## src/rtl/pio_cmd_pkg.sv

```systemverilog
// Shared types and status-word layout for the PIO command issuer.
// Command entries and FSM states used by the issuer and its buffer.
package pio_cmd_pkg;

    typedef enum logic [2:0] {
        IDLE,
        ISSUE,
        GAP,
        WAIT,
        ERROR
    } state_e;

    typedef struct packed {
        logic        is_wait;
        logic [31:0] data;
    } cmd_entry_t;

    localparam int MOVE_DONE_BIT  = 31;
    localparam int LDST_DONE_BIT  = 30;
    localparam int CU_DONE_BIT    = 29;
    localparam int FETCH_DONE_BIT = 28;
    localparam int EXEC_DONE_LSB  = 0;
    localparam int EXEC_DONE_W    = 28;

    function automatic logic mask_met(
        input logic [31:0] status,
        input logic [31:0] mask
    );
        return (status & mask) == mask;
    endfunction

endpackage

```

## src/rtl/pio_cmd_fifo.sv

```systemverilog
// Command entry buffer for the PIO issuer.
// Head entry is presented combinationally; push and pop may coincide.
module pio_cmd_fifo
    import pio_cmd_pkg::*;
#(
    parameter int DEPTH = 16
) (
    input  logic       clk,
    input  logic       rst_n,
    input  logic       push,
    input  cmd_entry_t wr_entry,
    input  logic       pop,
    output cmd_entry_t rd_entry,
    output logic       full,
    output logic       empty
);

    localparam int AW = $clog2(DEPTH);

    cmd_entry_t mem [0:DEPTH-1];
    logic [AW:0] wr_ptr;
    logic [AW:0] rd_ptr;

    assign empty    = (wr_ptr == rd_ptr);
    assign full     = (wr_ptr[AW] != rd_ptr[AW]) &&
                      (wr_ptr[AW-1:0] == rd_ptr[AW-1:0]);
    assign rd_entry = mem[rd_ptr[AW-1:0]];

    always_ff @(posedge clk or negedge rst_n) begin
        if (!rst_n) begin
            wr_ptr <= '0;
            rd_ptr <= '0;
        end else begin
            if (push)
                wr_ptr <= wr_ptr + (AW+1)'(1);
            if (pop)
                rd_ptr <= rd_ptr + (AW+1)'(1);
        end
    end

    // When full, a same-cycle pop has already read this slot.
    always_ff @(posedge clk) begin
        if (push)
            mem[wr_ptr[AW-1:0]] <= wr_entry;
    end

endmodule

```

## src/rtl/pio_cmd_issuer.sv

```systemverilog
// On-fabric initiator for the 32-bit PIO command channel.
// Runs a buffered list of issue/wait entries against the control unit.
module pio_cmd_issuer
    import pio_cmd_pkg::*;
#(
    parameter int FIFO_DEPTH = 16,
    parameter int GAP_CYC    = 2,
    parameter int TIMEOUT_W  = 24
) (
    input  logic        clk,
    input  logic        rst_n,
    input  logic        cmd_valid,
    output logic        cmd_ready,
    input  logic        cmd_wait,
    input  logic [31:0] cmd_data,
    output logic [31:0] h2f_pio32,
    output logic        h2f_write,
    input  logic [31:0] f2h_pio32,
    output logic        busy,
    output logic        err_timeout,
    input  logic        err_clear,
    output logic [15:0] issued_cnt
);

    localparam int GW = (GAP_CYC > 1) ? $clog2(GAP_CYC) : 1;
    localparam logic [GW-1:0] GAP_LAST = GW'(GAP_CYC - 1);
    localparam logic [TIMEOUT_W-1:0] TMO_LAST = ~TIMEOUT_W'(1);

    state_e               state;
    cmd_entry_t           wr_entry;
    cmd_entry_t           head;
    logic                 full;
    logic                 empty;
    logic                 push;
    logic                 pop;
    logic                 rst_done;
    logic                 wait_hit;
    logic [31:0]          sticky;
    logic [31:0]          mask;
    logic [TIMEOUT_W-1:0] tmo_cnt;
    logic [GW-1:0]        gap_cnt;

    assign pop       = (state == IDLE) && !empty;
    assign cmd_ready = rst_done && (!full || pop);
    assign push      = cmd_valid && cmd_ready;
    assign busy      = (state != IDLE) || !empty;
    assign wait_hit  = mask_met(sticky | f2h_pio32, mask);

    assign wr_entry.is_wait = cmd_wait;
    assign wr_entry.data    = cmd_data;

    pio_cmd_fifo #(
        .DEPTH (FIFO_DEPTH)
    ) u_fifo (
        .clk      (clk),
        .rst_n    (rst_n),
        .push     (push),
        .wr_entry (wr_entry),
        .pop      (pop),
        .rd_entry (head),
        .full     (full),
        .empty    (empty)
    );

    always_ff @(posedge clk or negedge rst_n) begin
        if (!rst_n) begin
            state       <= IDLE;
            rst_done    <= 1'b0;
            h2f_pio32   <= '0;
            h2f_write   <= 1'b0;
            issued_cnt  <= '0;
            err_timeout <= 1'b0;
            sticky      <= '0;
            mask        <= '0;
            tmo_cnt     <= '0;
            gap_cnt     <= '0;
        end else begin
            rst_done  <= 1'b1;
            h2f_write <= 1'b0;
            // Status seen during the write cycle predates the command.
            sticky    <= (state == ISSUE) ? '0 : (sticky | f2h_pio32);
            if (err_clear)
                err_timeout <= 1'b0;
            unique case (state)
                IDLE: begin
                    if (pop) begin
                        if (head.is_wait) begin
                            mask    <= head.data;
                            tmo_cnt <= '0;
                            state   <= WAIT;
                        end else begin
                            h2f_pio32  <= head.data;
                            h2f_write  <= 1'b1;
                            issued_cnt <= issued_cnt + 16'd1;
                            state      <= ISSUE;
                        end
                    end
                end
                ISSUE: begin
                    gap_cnt <= '0;
                    state   <= (GAP_CYC > 0) ? GAP : IDLE;
                end
                GAP: begin
                    if (gap_cnt == GAP_LAST)
                        state <= IDLE;
                    else
                        gap_cnt <= gap_cnt + GW'(1);
                end
                WAIT: begin
                    if (wait_hit) begin
                        state <= IDLE;
                    end else begin
                        tmo_cnt <= tmo_cnt + TIMEOUT_W'(1);
                        if (tmo_cnt == TMO_LAST) begin
                            err_timeout <= 1'b1;
                            state       <= ERROR;
                        end
                    end
                end
                ERROR: begin
                    if (err_clear)
                        state <= IDLE;
                end
                default: state <= IDLE;
            endcase
        end
    end

endmodule
```

## config.mk

```make
export PLATFORM = sky130hd
export DESIGN_NAME = pio_cmd_issuer
export DESIGN_NICKNAME = d
export VERILOG_FILES = /design/src/rtl/pio_cmd_pkg.sv /design/src/rtl/pio_cmd_fifo.sv /design/src/rtl/pio_cmd_issuer.sv
export SDC_FILE = /design/constraint.sdc
export NUM_CORES = 1
export LEC_CHECK = 0
export BUFFER_PORTS_ARGS = -buffer_cell sky130_fd_sc_hd__buf_2
export CORE_UTILIZATION = 63
export CTS_CLUSTER_DIAMETER = 30
export DETAILED_ROUTE_END_ITERATION = 10
export PLACE_DENSITY = 0.9
export SYNTH_ARGS = -nofsm -noshare
export SYNTH_HDL_FRONTEND = slang
export SYNTH_SLANG_ARGS = --single-unit
```

## constraint.sdc

```tcl
create_clock -name clk -period 12.5 [get_ports clk]
set_input_delay 3.75 -clock clk [delete_from_list [all_inputs] [get_ports clk]]
set_output_delay 3.75 -clock clk [all_outputs]
set_load 0.03 [all_outputs]
```

==> flow_summary_export.csv <==
group,metric,value,unit
sta,setup_violations,0,
routing,vias,16000,
clocking,cts_htree_levels,3,
power_and_ir_drop,power_density,265,nW/um^2
final_layout,nNetsFinal,1766,
sta,slew_headroom,0.278,
clocking,postCtsSetupBuffers,0,
final_layout,drive_gt1_frac,0.304,
sta,hold_viol,0,
global_routing,grt_pass1_wl,107,mm
die,pin_count,121,
worst_setup_path,critPathTopFamily,"flip-flops",
clocking,clk_pin_slew_worst_paths,0.05,ns
worst_setup_path,path_class,"reg -> out",
global_routing,grt.overflow.total,0,
sta,clock.fmax,150,MHz
clocking,cts_max_path_buffers,3,
sta,finalCriticalPeriod,6.66,ns
clocking,tritoncts,"done",
placement,dp_slack,6.19,ns
sta,worstMarginPinSlew,1.08,ns
worst_setup_path,cp_max_fo,49,
logic_synthesis,synth.cell_area,26700,sq um
power_and_ir_drop,leakagePower,11.5,nW
sta,setup_tns,0,ns
global_routing,track_usage,0.347,
placement,port_buffers,120,
global_routing,first_global_vias,16700,
clocking,clkLatencyLatePin,0.68,ns
die,rows,75,
logic_synthesis,synth_top_flop_cell,"edfxtp_1",
logic_synthesis,synth_seq_cells,681,
routing,drt_iter0_drc,2552,
power_and_ir_drop,clockPowerShare,0.389,
placement,dp_hpwl,35.4,mm
power_and_ir_drop,p_seq_frac,0.358,
routing,post-route-drc-count,0,
global_routing,grt_max_degree,84,
die,dieArea,43200,sq um
die,chipWidth,208,um
die,start_util,0.638,
sta,setup_ws,5.84,ns
worst_setup_path,crit_chain,"xor2_1 -> nor4_1 -> and2_1 -> nand2b_1 -> buf_2",
worst_setup_path,crit_required,8.75,ns
worst_setup_path,crit_slowest_cell,"dfrtp_4",
die,coreArea,41900,sq um
final_layout,area.growth.synth_to_final,20.2,%
routing,antenna_left,0,
routing,vias_per_cell,6.85,
flow_run,max_cap_viol_count,0,
final_layout,final_cell_mix,"edfxtp_1 (528), dfrtp_1 (149), mux4_2 (131)",
logic_synthesis,yosys.area.top_type,"edfxtp_1",
power_and_ir_drop,irDropWorstVdd,0.000158,V
sta,rsz0062_at_grt,"false",
clocking,holdBufCountCts,0,
sta,fin_crit_sh,0.533,
run_status,outcome,"completed",
worst_setup_path,startpoint_type,"flip-flop",
logic_synthesis,yosys.area.top_type_share,0.594,
power_and_ir_drop,p_int,5.69,mW
clocking,numCtsBuffers,113,
logic_synthesis,synthDistinctLibCells,52,
worst_setup_path,cp_slowest_stage_delay,1.06,ns
final_layout,layout_commonest_cell,"edfxtp_1",
worst_setup_path,worst_setup_path_end_kind,"primary output",
placement,place.gp.congestion,0.858,
clocking,post_cts_resize_count,0,
logic_synthesis,synthTopCellsByArea,"edfxtp_1 (59%), dfrtp_1 (14%), mux4_2 (11%)",
worst_setup_path,arrival,2.91,ns
sta,skew,0.0344,ns
logic_synthesis,synth_edf_count,528,
clocking,clock-sinks,681,
clocking,root_buffer,"clkbuf_16",
logic_synthesis,synth_cells,1501,
power_and_ir_drop,netSwitchingFraction,0.329,
sta,timing.final.max_slew_violations,0,
power_and_ir_drop,p_comb_frac,0.253,
routing,wl_per_cell,31.3,um
global_routing,antenna_found_initial,8,
logic_synthesis,async_flop_share,0.225,
logic_synthesis,ys_warn_count,0,
routing,finalWirelength,73.1,mm
worst_setup_path,cp.buffers_inverters,1,
logic_synthesis,syn_nets,1578,
logic_synthesis,avgSynthCellArea,17.8,sq um
logic_synthesis,ys_seq_area_frac,0.737,
die,die_y,208,um
power_and_ir_drop,switchingPower,2.80,mW
worst_hold_path,hp-class,"reg -> reg",
routing,drt_pass1_iterations,7,
==> worst paths after layout <==
kind | start | endpoint | slack, ns | cells after the start
max | u_fifo.rd_ptr[0] | busy | 5.84 | 5
min | issued_cnt[15] | issued_cnt[15] | 0.47 | 1
max reg2reg | u_fifo.rd_ptr[2] | h2f_pio32[11] | 7.66 | 7
min reg2reg | issued_cnt[15] | issued_cnt[15] | 0.47 | 1
max in group asynchronous | rst_n | h2f_pio32[16] | 7.78 | 2
min in group asynchronous | rst_n | issued_cnt[10] | 3.14 | 1
==> final cells by class <==
cell class,count,area [sq um]
inverter,15,56.3
clock inverter,81,1050
antenna,4,10.0
clock buffer,135,3030
fill,1999,9760
multi-input combinational,730,6760
sequential,681,19700
tap,539,674
timing repair buffer,148,817
==> logic make-up after synthesis <==
kind of cell / count (synthesis) / synth area share
AOI/OAI and AO/OA: 136 / 0.0349
xor gates and xnor gates: 28 / 0.00918
adders and majority gates: 8 / 0.00375
buffers and inverters: 90 / 0.0139
DFF: 681 / 0.737
muxes: 200 / 0.138
other: 1 / 0.000140
and+or+nand+nor: 357 / 0.0629
==> registers in the layout, indices dropped and copies added, names as in the netlist <==
register and cells:
h2f_write 1, h2f_pio32 32, u_fifo.wr_ptr 5, u_fifo.mem 528, tmo_cnt 24, state 3
rst_done 1, u_fifo.rd_ptr 5, sticky 32, mask 32, err_timeout 1, gap_cnt 1
issued_cnt 16
==> power by group through the flow <==
stage	clock, mW	combinational (mW)	sequential, mW
after detailed placement	0	2.01	3.05
after global routing	3.41	2.25	3.06
after global placement	0	1.92	3.03
after CTS	3.31	2.12	3.03
final	3.30	2.15	3.04
after floorplan	0	1.41	2.99
==> synthesized netlist by cell type, types with 6 or more instances <==
library cell and count:
edfxtp_1 528, dfrtp_1 153, mux4_2 131, nand2_1 129
nor2_1 100, clkbuf_1 49, a21oi_1 36, mux2i_1 34
mux2_2 33, nor2b_1 33, a211oi_1 32, o22a_1 17
o21ai_0 15, xnor2_1 15, inv_1 14, nand3_1 14
nand4_1 13, xor2_1 13, buf_2 12, nor3_1 12
nor3b_1 12, buf_1 10, a22oi_1 8, ha_1 8
and3_1 7, nand2b_1 7, a21bo_2 6, or3_1 6
==> routing by layer <==
layer,routed length [um],part of all wire,vias up,GRT usage
met5,23,0.00031,-,0.00222
met4,4390,0.060,4,0.211
met3,7600,0.10,310,0.0766
met2,36000,0.49,1351,0.562
met1,25000,0.34,8045,0.433
li1,-,-,6278,-
==> through the flow <==
| step | hold slack, ns | cells | util | power [mW] | cell area [sq um] |
|---|---|---|---|---|---|
| detailed placement | 0.460 | 2113 | 0.669 | 5.06 | 28000 |
| CTS | 0.471 | 2329 | 0.766 | 8.46 | 32100 |
| global route | 0.492 | 2331 | 0.767 | 8.72 | 32100 |
| floorplan | 0.438 | 1501 | - | 4.40 | 26700 |
| finish | 0.468 | 2333 | 0.767 | 8.49 | 32100 |
| global placement | 0.455 | 2113 | 0.669 | 4.95 | 28000 |
Power figures use the tool's default switching activity.
